File: src/rtl/program_loader_if.sv
// rtl/program_loader_if.sv - host byte link and instruction-memory write port of the program loader
interface program_loader_if #(
  parameter int ADDRESS_WIDTH = 32,
  parameter int DATA_WIDTH    = 8
);
  logic                      start;
  logic [DATA_WIDTH-1:0]     byte_in;
  logic                      byte_valid;
  logic                      byte_ready;
  logic                      we;
  logic [ADDRESS_WIDTH-1:0]  wa;
  logic [4*DATA_WIDTH-1:0]   wd;
  logic                      busy;
  logic                      done;
  logic                      error;

  // Host / testbench side: drives the byte stream and start, observes everything else.
  modport master (
    output start, byte_in, byte_valid,
    input  byte_ready, we, wa, wd, busy, done, error
  );

  // Loader side.
  modport slave (
    input  start, byte_in, byte_valid,
    output byte_ready, we, wa, wd, busy, done, error
  );
endinterface

File: src/rtl/program_loader.sv
// rtl/program_loader.sv - boot-time loader packing a length-prefixed byte stream into word writes
module program_loader #(
  parameter int                       ADDRESS_WIDTH = 32,
  parameter int                       DATA_WIDTH    = 8,
  parameter logic [ADDRESS_WIDTH-1:0] BASE_ADDR     = '0,
  parameter int                       MAX_BYTES     = 4096
) (
  input  logic            clk,
  input  logic            rst,
  program_loader_if.slave bus
);
  localparam int WORD_W = 4 * DATA_WIDTH;

  localparam logic [2:0] S_IDLE  = 3'd0;
  localparam logic [2:0] S_HDR   = 3'd1;
  localparam logic [2:0] S_DATA  = 3'd2;
  localparam logic [2:0] S_WRITE = 3'd3;
  localparam logic [2:0] S_DONE  = 3'd4;
  localparam logic [2:0] S_ERROR = 3'd5;

  logic [2:0]               state;
  logic [1:0]               hdr_cnt;
  logic [WORD_W-1:0]        len;
  logic [WORD_W-1:0]        count;
  logic [WORD_W-1:0]        pack;
  logic [ADDRESS_WIDTH-1:0] word_idx;
  logic                     we_q;
  logic [ADDRESS_WIDTH-1:0] wa_q;
  logic [WORD_W-1:0]        wd_q;

  logic                     accept;
  logic [WORD_W-1:0]        len_next;
  logic [WORD_W-1:0]        count_inc;
  logic [WORD_W-1:0]        pack_next;

  assign bus.byte_ready = (state == S_HDR) || (state == S_DATA);
  assign bus.busy       = (state == S_HDR) || (state == S_DATA) || (state == S_WRITE);
  assign bus.done       = (state == S_DONE);
  assign bus.error      = (state == S_ERROR);
  assign bus.we         = we_q;
  assign bus.wa         = wa_q;
  assign bus.wd         = wd_q;

  assign accept    = bus.byte_valid && bus.byte_ready;
  // Header bytes shift in from the top so the first byte ends up in len[7:0].
  assign len_next  = {bus.byte_in, len[WORD_W-1:DATA_WIDTH]};
  assign count_inc = count + WORD_W'(1);

  // Drop the incoming byte into its lane; lanes above it are still zero from the last clear.
  always_comb begin
    pack_next = pack;
    pack_next[count[1:0]*DATA_WIDTH +: DATA_WIDTH] = bus.byte_in;
  end

  // Load sequencer: header capture, byte packing and the one-cycle word write.
  always_ff @(posedge clk or posedge rst) begin
    if (rst) begin
      state    <= S_IDLE;
      hdr_cnt  <= '0;
      len      <= '0;
      count    <= '0;
      pack     <= '0;
      word_idx <= '0;
      we_q     <= 1'b0;
      wa_q     <= '0;
      wd_q     <= '0;
    end else begin
      we_q <= 1'b0;
      case (state)
        S_IDLE, S_DONE, S_ERROR: begin
          if (bus.start) begin
            state    <= S_HDR;
            hdr_cnt  <= '0;
            count    <= '0;
            word_idx <= '0;
            pack     <= '0;
          end
        end
        S_HDR: begin
          if (accept) begin
            len     <= len_next;
            hdr_cnt <= hdr_cnt + 2'd1;
            if (hdr_cnt == 2'd3) begin
              if (len_next == '0)
                state <= S_DONE;
              else if (len_next > WORD_W'(MAX_BYTES))
                state <= S_ERROR;
              else
                state <= S_DATA;
            end
          end
        end
        S_DATA: begin
          if (accept) begin
            pack  <= pack_next;
            count <= count_inc;
            // Registered write outputs are loaded here so we rises together with WRITE.
            if ((count[1:0] == 2'd3) || (count_inc == len)) begin
              state <= S_WRITE;
              we_q  <= 1'b1;
              wa_q  <= BASE_ADDR + (word_idx << 2);
              wd_q  <= pack_next;
            end
          end
        end
        S_WRITE: begin
          word_idx <= word_idx + ADDRESS_WIDTH'(1);
          pack     <= '0;
          state    <= (count == len) ? S_DONE : S_DATA;
        end
        default: state <= S_IDLE;
      endcase
    end
  end
endmodule

File: src/flat_wrapper.sv
// flat-port wrapper written by rule: the top's interface ports become plain ports
module program_loader_flat 
#(
  parameter int                       ADDRESS_WIDTH = 32,
  parameter int                       DATA_WIDTH    = 8,
  parameter logic [ADDRESS_WIDTH-1:0] BASE_ADDR     = '0,
  parameter int                       MAX_BYTES     = 4096
)
  (clk, rst, bus_start, bus_byte_in, bus_byte_valid, bus_byte_ready, bus_we, bus_wa, bus_wd, bus_busy, bus_done, bus_error);
  program_loader_if #(.ADDRESS_WIDTH(ADDRESS_WIDTH), .DATA_WIDTH(DATA_WIDTH)) bus_i ();
  input  logic clk;
  input  logic rst;
  input wire logic [$bits(bus_i.start)-1:0] bus_start;
  input wire logic [$bits(bus_i.byte_in)-1:0] bus_byte_in;
  input wire logic [$bits(bus_i.byte_valid)-1:0] bus_byte_valid;
  output wire logic [$bits(bus_i.byte_ready)-1:0] bus_byte_ready;
  output wire logic [$bits(bus_i.we)-1:0] bus_we;
  output wire logic [$bits(bus_i.wa)-1:0] bus_wa;
  output wire logic [$bits(bus_i.wd)-1:0] bus_wd;
  output wire logic [$bits(bus_i.busy)-1:0] bus_busy;
  output wire logic [$bits(bus_i.done)-1:0] bus_done;
  output wire logic [$bits(bus_i.error)-1:0] bus_error;
  assign bus_i.start = bus_start;
  assign bus_i.byte_in = bus_byte_in;
  assign bus_i.byte_valid = bus_byte_valid;
  assign bus_byte_ready = bus_i.byte_ready;
  assign bus_we = bus_i.we;
  assign bus_wa = bus_i.wa;
  assign bus_wd = bus_i.wd;
  assign bus_busy = bus_i.busy;
  assign bus_done = bus_i.done;
  assign bus_error = bus_i.error;
  program_loader #(.ADDRESS_WIDTH(ADDRESS_WIDTH), .DATA_WIDTH(DATA_WIDTH), .BASE_ADDR(BASE_ADDR), .MAX_BYTES(MAX_BYTES)) u_core (.clk(clk), .rst(rst), .bus(bus_i));
endmodule
File: config.mk
export PLATFORM = sky130hd
export DESIGN_NAME = program_loader_flat
export DESIGN_NICKNAME = d
export VERILOG_FILES = /design/src/rtl/program_loader_if.sv /design/src/rtl/program_loader.sv /design/src/flat_wrapper.sv
export SDC_FILE = /design/constraint.sdc
export NUM_CORES = 1
export LEC_CHECK = 0
export ABC_AREA = 1
export CELL_PAD_IN_SITES_DETAIL_PLACEMENT = 1
export CELL_PAD_IN_SITES_GLOBAL_PLACEMENT = 1
export CORE_AREA = 2 2 227 117
export CTS_CLUSTER_SIZE = 8
export DETAILED_ROUTE_END_ITERATION = 10
export DIE_AREA = 0 0 229 119
export PLACE_DENSITY_LB_ADDON = 0.1
export RECOVER_POWER = 25
export REMOVE_ABC_BUFFERS = 1
export SYNTH_ARGS = -nofsm -noshare
export SYNTH_HDL_FRONTEND = slang
export SYNTH_SLANG_ARGS = --single-unit
File: constraint.sdc
create_clock -name clk -period 7.9 [get_ports clk]
set_input_delay 2.37 -clock clk [delete_from_list [all_inputs] [get_ports clk]]
set_output_delay 2.37 -clock clk [all_outputs]
set_load 0.05 [all_outputs]
==> flow_summary.ini, run 1 <==
[status]
status = complete, but fails checks
violations = capacitance limit, slew limit

[floorplan]
die-area_um2 = 27300
die_h_um = 119
core.rowCount = 42
die_x_um = 229
placeableCoreArea_um2 = 25600
start_util = 0.389
ioPinCount = 81

[worst_hold_path]
whs_endpoint = u_core.bus.wa[19]$_DFFE_PP0P_
hold_depth = 2
hp-class = reg -> reg
min_from = u_core.bus.wa[19]$_DFFE_PP0P_

[placed_design]
dpl_cell_area_um2 = 11100
hpwl_um = 24100
finalWeightedCongestion = 0.899
io_buffer_count = 78

[power]
seq_power_share = 0.438
p_sw_mw = 1.04
p_int_mw = 1.71
p_sw_frac = 0.379
p_per_area_nw_per_um2 = 237
p_comb_frac = 0.256
power.leakage_nw = 5.01
irDropWorstVdd_v = 0.000195
clockPowerShare = 0.306

[critical_path]
worst-setup-path-type = in -> async
worst_r2r_path_depth = 17
r2r-start = u_core.count[0]$_DFFE_PP0P_
reg2reg_slack_ns = 3.75
crit_path_end_kind = async pin
cp.depth = 3
cp_cell_sequence = dlygate4sd3_1 -> clkinvlp_4 -> buf_4
path_max_fanout = 139
slowest_stage = clkinvlp_4
path_delay_family = buffers and inverters
cp.required_ns = 8.41
cp-start-kind = input pin
worstPathArrival_ns = 5.87
crit_buf_inv = 3
r2r_end = u_core.bus.wa[24]$_DFFE_PP0P_
cpPeakStageDelay_ns = 1.93

[synth]
synth.area.top_cells = dfrtp_1 (49%), nand2_1 (11%), o21ai_0 (5.9%)
synth_top_area_frac = 0.487
yosysTopAreaCell = dfrtp_1
synth_seq_cells = 194
yosys_warnings = 0
syn_area_per_cell_um2 = 8.02
synthDistinctLibCells = 42
synth_cells = 1244
syn-cell-area_um2 = 9980
ys_seq_area_frac = 0.487

[sta]
setup_viol = 0
timing.setup.tns_ns = 0
fin_hold_ws_ns = 0.485
timing.slew.headroom = -1.12
rsz0062_at_grt = false
final.setup_skew_ns = 0.00880
slew_viol_final = 140
max_freq_ghz = 0.187
finalCritPeriodShare = 0.678
hold_violations = 0
period_needed_ns = 5.36
tightestPinTransition_ns = 3.17

[layout]
finalNetCount = 1323
antenna_cells = 0
utilization = 0.453
fin_area_um2 = 11600
final_common_cell = nand2_1
fill_cells = 3123
final_cell_mix = nand2_1 (295), dfrtp_1 (194), inv_1 (145), nor2_1 (124), o21ai_0 (118)
area_growth_pct = 16.3
layout-drive-gt1-share = 0.0607

[global_routing]
grt_use_total = 0.249
grt_pass1_wl_um = 51700
first_global_vias = 8755
antenna_found_initial = 0
grt_overflow = 0
grt_max_degree = 140

[detailed_routing]
antenna_left = 0
drc = 0
dr.first_iter.drc_count = 853
num_vias = 8844
wirelength_um = 32800
avgViaCountPerCell = 5.30
dr.pass1.iters = 5
wl_per_cell_um = 19.7

[clock_network]
root_buffer = clkbuf_16
cts_hold_buf = 0
cts_max_level = 4
post-cts-setup-buffer-count = 0
cts.clk_slew.worst_paths_ns = 0.07
clock_path_buffers = 2
cts.sinks = 194
ctsResizeCount = 0
cts_made_buffers = 17
insertion_delay_ns = 0.46
cts_tree = done

[flow_run]
maxCapViolCount = 1
-- synthesized netlist by cell type, drive strengths merged --
master / number
nand2: 303
dfrtp: 194
inv: 149
nor2: 138
o21ai: 129
o22ai: 59
nand3: 46
xor2: 38
clkbuf: 32
a21oi: 25
nand4: 18
a22oi: 16
a41oi: 16
buf: 14
nor4: 12
nor3: 11
xnor2: 10
ha: 7
mux2: 5
or2: 5
nand3b: 3
clkinv: 2
mux2i: 2
o211ai: 2
a21boi: 1
a31oi: 1
and2: 1
conb: 1
o21a: 1
o21bai: 1
o2bb2ai: 1
o31a: 1
-- registers in the layout, summed over array words and instances, names as in the netlist --
register	count
u_core.bus.wd	32
u_core.count	32
u_core.bus.wa	30
u_core.bus.we	1
u_core.pack	32
u_core.hdr_cnt	2
u_core.word_idx	30
u_core.state	3
u_core.len	32
-- worst max-delay path by stage --
| stage | startpoint | endpoint | slack, ns |
|---|---|---|---|
| 2_1_floorplan | rst | u_core.bus.wa[10]$_DFFE_PP0P_ | 0.25 |
| 3_3_place_gp | bus_byte_valid | u_core.bus.wa[12]$_DFFE_PP0P_ | 2.49 |
| 4_1_cts | bus_start | u_core.bus.wa[24]$_DFFE_PP0P_ | 2.86 |
| 6_report | rst | u_core.bus.wa[23]$_DFFE_PP0P_ | 2.54 |
| 5_1_grt | rst | u_core.count[12]$_DFFE_PP0P_ | 1.95 |
| 3_5_place_dp | bus_start | u_core.bus.wa[24]$_DFFE_PP0P_ | 2.39 |
-- kinds of logic (layout without fill, tap and decap cells) --
kind of cell             count (synthesis)  after routing  synth area share
XOR/XNOR                                48             48            0.0421
flip-flops                             194            194             0.487
AND/OR/NAND/NOR                        537            537             0.228
other                                    1              2          0.000376
multiplexers                             7              7           0.00765
adder cells (fa/ha/maj)                  7              7           0.00878
AO/OA/AOI/OAI                          253            253             0.148
buffers and inverters                  197            269            0.0786
-- power groups by stage --
stage | Clock (mW) | Sequential [mW] | Combinational [mW]
finish | 0.844 | 1.21 | 0.705
global route | 0.904 | 1.22 | 0.780
CTS | 0.865 | 1.20 | 0.695
detailed placement | 0 | 1.22 | 0.689
global placement | 0 | 1.22 | 0.675
floorplan | 0 | 1.17 | 0.461
-- metal layers --
| metal | GRT usage | share of wire |
|---|---|---|
| met1 | 0.414 | 0.56 |
| met2 | 0.309 | 0.36 |
| met3 | 0.0623 | 0.067 |
| met4 | 0.0568 | 0.0095 |
| met5 | 0 | 0 |
-- worst min-delay path, delay by kind of cell (launching register included) --
kind            cells  cell delay (ns)
compound gates      1             0.06
flops               1             0.34
simple gates        1             0.05
-- layout make-up --
| type | instances | area (µm²) | share of cell area |
|---|---|---|---|
| clock inverter | 12 | 104 | 0.00895 |
| inverter | 151 | 571 | 0.0491 |
| sequential | 194 | 4850 | 0.418 |
| timing repair buffer | 86 | 841 | 0.0724 |
| clock buffer | 20 | 447 | 0.0385 |
| tap | 352 | 440 | 0.0379 |
| multi-input combinational | 854 | 4350 | 0.375 |
-- per-stage QoR --
stage	cells	worst slack [ns]	power, mW
global placement	1637	2.49	1.90
detailed placement	1637	2.39	1.91
floorplan	1199	0.246	1.63
CTS	1669	2.86	2.76
finish	1669	2.54	2.76
global route	1669	1.95	2.90
(Power assumes the default switching activity.)
==> run 2, diff against run 1 <==
--- a/config.mk
+++ b/config.mk
@@ -8,10 +8,10 @@
 export ABC_AREA = 1
 export CELL_PAD_IN_SITES_DETAIL_PLACEMENT = 1
 export CELL_PAD_IN_SITES_GLOBAL_PLACEMENT = 1
-export CORE_AREA = 2 2 227 117
+export CORE_AREA = 2 2 216 112
 export CTS_CLUSTER_SIZE = 8
 export DETAILED_ROUTE_END_ITERATION = 10
-export DIE_AREA = 0 0 229 119
+export DIE_AREA = 0 0 218 114
 export PLACE_DENSITY_LB_ADDON = 0.1
 export RECOVER_POWER = 25
 export REMOVE_ABC_BUFFERS = 1
==> constraint.sdc (replaced) <==
create_clock -name clk -period 5.1 [get_ports clk]
set_input_delay 1.53 -clock clk [delete_from_list [all_inputs] [get_ports clk]]
set_output_delay 1.53 -clock clk [all_outputs]
set_load 0.05 [all_outputs]
==> flow_summary.ini, run 2 (same netlist as run 1, synthesis figures left out) <==
[critical_path]
cp_cell_sequence = inv_1 -> nor2_1 -> inv_1 -> nor2_1 -> inv_1 -> nand2_1 -> clkdlybuf4s50_1
crit_end = bus_byte_ready
cp-start-kind = flop
worst-setup-path-type = reg -> out
cp_common_cell = inv_1
crit_path_end_kind = output port
worst_r2r_path_depth = 20
r2r_end = u_core.bus.wa[26]$_DFFE_PP0P_
reg2reg_slack_ns = 1.22
worstPathArrival_ns = 2.49
path_max_fanout = 4
startpoint = u_core.state[0]$_DFFE_PP0P_
cpPeakStageDelay_ns = 0.83
cp.required_ns = 3.57
r2r-start = u_core.count[0]$_DFFE_PP0P_
slowest_stage = clkdlybuf4s50_1

[detailed_routing]
antenna_left = 0
num_vias = 9048
wirelength_um = 33300
drc = 0
avgViaCountPerCell = 5.52
wl_per_cell_um = 20.3
dr.pass1.iters = 5
dr.first_iter.drc_count = 814

[power]
p_sw_frac = 0.368
p_comb_frac = 0.260
p_per_area_nw_per_um2 = 373
p_sw_mw = 1.60
power.leakage_nw = 5.06
seq_power_share = 0.430
clockPowerShare = 0.310
irDropWorstVdd_v = 0.000200
power.total_mw = 4.35
p_int_mw = 2.75

[layout]
antenna_cells = 0
final_common_cell = nand2_1
layout-drive-gt1-share = 0.0642
area_growth_pct = 16.7
finalNetCount = 1329
regArea_um2 = 4850
final_cell_mix = nand2_1 (295), dfrtp_1 (194), inv_1 (145), nor2_1 (124), o21ai_0 (118)
multi_input_area_um2 = 4350
fill_cells = 2852

[sta]
timing.slew.headroom = -0.498
hold_violations = 0
tightestPinTransition_ns = 2.24
slew_viol_final = 99
finalCritPeriodShare = 0.789
setup_viol = 0
final.setup_skew_ns = 0.0123
setup_ws_ns = 1.08
max_freq_ghz = 0.248
fin_hold_ws_ns = 0.486
period_needed_ns = 4.02
rsz0062_at_grt = false

[placed_design]
io_buffer_count = 78
post-place-ws_ns = 1.01
finalWeightedCongestion = 0.918
hpwl_um = 24800

[clock_network]
cts.clk_slew.worst_paths_ns = 0.07
cts_made_buffers = 17
clock_path_buffers = 2
cts_max_level = 4
ctsResizeCount = 0
cts_tree = done
cts_hold_buf = 0
insertion_delay_ns = 0.45
root_buffer = clkbuf_16
post-cts-setup-buffer-count = 0
cts.sinks = 194

[status]
status = complete, but fails checks
violations = capacitance limit, slew limit

[floorplan]
ioPinCount = 81
die_h_um = 114
die_x_um = 218
placeableCoreArea_um2 = 23200
start_util = 0.430
core.rowCount = 40
die-area_um2 = 24900

[global_routing]
antenna_found_initial = 0
grt_overflow = 0
grt_use_total = 0.278
first_global_vias = 9001
grt_pass1_wl_um = 52300
grt_max_degree = 100

[flow_run]
maxCapViolCount = 1

[worst_hold_path]
hp-class = reg -> reg
[run 2: worst min-delay path by stage]
stage / start / end / slack [ns] / cells after the start
6_report: u_core.bus.wa[13]$_DFFE_PP0P_ / u_core.bus.wa[13]$_DFFE_PP0P_ / 0.49 / 2
2_1_floorplan: u_core.word_idx[22]$_DFFE_PP0P_ / u_core.bus.wa[24]$_DFFE_PP0P_ / 0.46 / 2
4_1_cts: u_core.bus.wa[13]$_DFFE_PP0P_ / u_core.bus.wa[13]$_DFFE_PP0P_ / 0.49 / 2
3_3_place_gp: u_core.bus.wa[7]$_DFFE_PP0P_ / u_core.bus.wa[7]$_DFFE_PP0P_ / 0.47 / 2
5_1_grt: u_core.bus.wa[13]$_DFFE_PP0P_ / u_core.bus.wa[13]$_DFFE_PP0P_ / 0.50 / 2
3_5_place_dp: u_core.bus.wa[13]$_DFFE_PP0P_ / u_core.bus.wa[13]$_DFFE_PP0P_ / 0.47 / 2
[run 2: metrics by stage]
step	utilization	area [µm²]	TNS [ns]	std cells
4_1_cts	0.502	11600	0	1638
3_5_place_dp	0.477	11100	0	1606
2_1_floorplan	-	9760	-332.50	1199
3_3_place_gp	0.477	11100	0	1606
6_report	0.501	11600	0	1638
5_1_grt	0.501	11600	0	1638
[run 2: power by group through the flow]
stage / Sequential [mW] / Combinational, mW / Clock, mW
after detailed placement: 1.89 / 1.11 / 0
after global routing: 1.89 / 1.24 / 1.41
final: 1.87 / 1.13 / 1.35
after CTS: 1.86 / 1.12 / 1.36
after global placement: 1.89 / 1.08 / 0
after floorplan: 1.81 / 0.713 / 0
[run 2: area by class of cell]
class / instances / area share
Clock buffer: 21 / 0.0387
Clock inverter: 11 / 0.00956
Inverter: 151 / 0.0490
Multi-Input combinational cell: 854 / 0.374
Sequential cell: 194 / 0.417
Tap cell: 315 / 0.0338
Timing Repair Buffer: 92 / 0.0782
[run 2: worst max-delay path: cells and delay by family (launching register included)]
family,cells,cell delay (ns)
AND/OR/NAND/NOR,3,0.54
buffers and inverters,4,1.12
flip-flops,1,0.37
[run 2: per-layer routing]
metal / GRT usage / wire [µm] / vias up / share of wire
met5: 0 / 0 / - / 0
met4: 0.0599 / 317 / 0 / 0.0095
met3: 0.0637 / 2290 / 20 / 0.069
met2: 0.363 / 12700 / 258 / 0.38
met1: 0.454 / 18000 / 4549 / 0.54
li1: - / - / 4221 / -
==> run 3, diff against run 2 <==
--- a/config.mk
+++ b/config.mk
@@ -8,10 +8,10 @@
 export ABC_AREA = 1
 export CELL_PAD_IN_SITES_DETAIL_PLACEMENT = 1
 export CELL_PAD_IN_SITES_GLOBAL_PLACEMENT = 1
-export CORE_AREA = 2 2 216 112
+export CORE_AREA = 2 2 227 117
 export CTS_CLUSTER_SIZE = 8
 export DETAILED_ROUTE_END_ITERATION = 10
-export DIE_AREA = 0 0 218 114
+export DIE_AREA = 0 0 229 119
 export PLACE_DENSITY_LB_ADDON = 0.1
 export RECOVER_POWER = 25
 export REMOVE_ABC_BUFFERS = 1
==> constraint.sdc (replaced) <==
create_clock -name clk -period 3.7 [get_ports clk]
set_input_delay 1.11 -clock clk [delete_from_list [all_inputs] [get_ports clk]]
set_output_delay 1.11 -clock clk [all_outputs]
set_load 0.05 [all_outputs]
==> flow_summary.ini, run 3 (same netlist as run 1, synthesis figures left out) <==
[placed_design]
io_buffer_count = 78
hpwl_um = 25400
finalWeightedCongestion = 0.931
post-place-ws_ns = 0.495
place_inst = 1659

[sta]
final.setup_skew_ns = 0.0103
setup_viol = 0
timing.slew.headroom = 0.0652
max_freq_ghz = 0.283
hold_violations = 0
period_needed_ns = 3.53
setup_ws_ns = 0.167
timing.setup.tns_ns = 0
rsz0062_at_grt = false
finalCritPeriodShare = 0.955
slew_viol_final = 0
tightestPinTransition_ns = 1.40

[floorplan]
die-area_um2 = 27300
die_h_um = 119
ioPinCount = 81
die_x_um = 229
placeableCoreArea_um2 = 25600
core.rowCount = 42
start_util = 0.389

[clock_network]
insertion_delay_ns = 0.45
root_buffer = clkbuf_16
cts.clk_slew.worst_paths_ns = 0.07
cts_max_level = 4
cts.sinks = 194
clock_path_buffers = 2
ctsResizeCount = 0
cts_hold_buf = 0
post-cts-setup-buffer-count = 0
cts_tree = done
cts_made_buffers = 17

[layout]
fill_cells = 3167
instances_no_fill = 1691
finalNetCount = 1345
layout-drive-gt1-share = 0.0739
final_cell_mix = nand2_1 (295), dfrtp_1 (194), inv_1 (145), nor2_1 (124), o21ai_0 (118)
area_growth_pct = 18.5
final_common_cell = nand2_1
utilization = 0.461
antenna_cells = 0

[critical_path]
cpPeakStageDelay_ns = 0.83
cp_common_cell = inv_1
cp-start-kind = flop
path_max_fanout = 4
cp.required_ns = 2.59
worstPathArrival_ns = 2.42
cp_cell_sequence = inv_1 -> nor2_1 -> inv_1 -> nor2_1 -> buf_4 -> inv_1 -> nand2_1 -> clkdlybuf4s50_1
slowest_stage = clkdlybuf4s50_1
worst-setup-path-type = reg -> out
crit_path_end_kind = output port

[global_routing]
grt_max_degree = 119
antenna_found_initial = 0
grt_use_total = 0.259
grt_pass1_wl_um = 54000
first_global_vias = 8949
grt_overflow = 0

[detailed_routing]
wirelength_um = 34200
antenna_left = 0
drc = 0
wl_per_cell_um = 20.2
dr.first_iter.drc_count = 806
num_vias = 9119
avgViaCountPerCell = 5.39
dr.pass1.iters = 5

[worst_hold_path]
hp-class = reg -> reg

[power]
p_per_area_nw_per_um2 = 515
power.leakage_nw = 5.14
irDropWorstVdd_v = 0.000302

[flow_run]
maxCapViolCount = 0

[status]
status = finished, final reports clean
==> run 3: critical path, delay by kind of cell, from the launching register on <==
kind                   cells  cell delay (ns)
AND/OR/NAND/NOR            3             0.36
buffers and inverters      5             1.24
flip-flops                 1             0.38
==> run 3: area by class of cell <==
cell class                 instances  area [µm²]  area share
inverter                         151         571      0.0482
multi-input combinational        854        4350       0.368
timing repair buffer             108        1030      0.0874
tap                              352         440      0.0372
clock buffer                      21         450      0.0381
sequential                       194        4850       0.410
clock inverter                    11         128      0.0108
==> run 3: final timing paths <==
check	start	to	slack (ns)	cells past startpoint
worst max-delay path	u_core.state[0]$_DFFE_PP0P_	bus_byte_ready	0.17	8
worst min-delay path	u_core.bus.wa[3]$_DFFE_PP0P_	u_core.bus.wa[3]$_DFFE_PP0P_	0.48	2
worst max register to register	u_core.count[0]$_DFFE_PP0P_	u_core.bus.wa[16]$_DFFE_PP0P_	0.34	19
worst min register to register	u_core.bus.wa[3]$_DFFE_PP0P_	u_core.bus.wa[3]$_DFFE_PP0P_	0.48	2
max in group asynchronous	rst	u_core.bus.wa[4]$_DFFE_PP0P_	0.51	3
min in group asynchronous	rst	u_core.bus.wd[28]$_DFFE_PP0P_	1.49	2
==> run 3: layer usage <==
layer,vias up,routed length (µm),part of all wire,GRT usage
met5,-,0,0,0
met4,0,317,0.0093,0.0507
met3,29,2320,0.068,0.0572
met2,264,12900,0.38,0.328
met1,4574,18700,0.55,0.432
li1,4252,-,-,-
==> run 3: power breakdown <==
part,internal [mW],switching (mW)
sequential,2.31,0.278
combinational,0.500,1.10
clock,1.02,0.875
total,3.83,2.26
==> run 3: metrics by stage <==
stage	total power [mW]	cell area (µm²)	hold WS (ns)
after floorplan	3.48	9760	0.464
after global placement	4.15	11300	0.464
after detailed placement	4.18	11300	0.472
after CTS	6.09	11900	0.489
after global routing	6.36	11800	0.519
final	6.09	11800	0.482
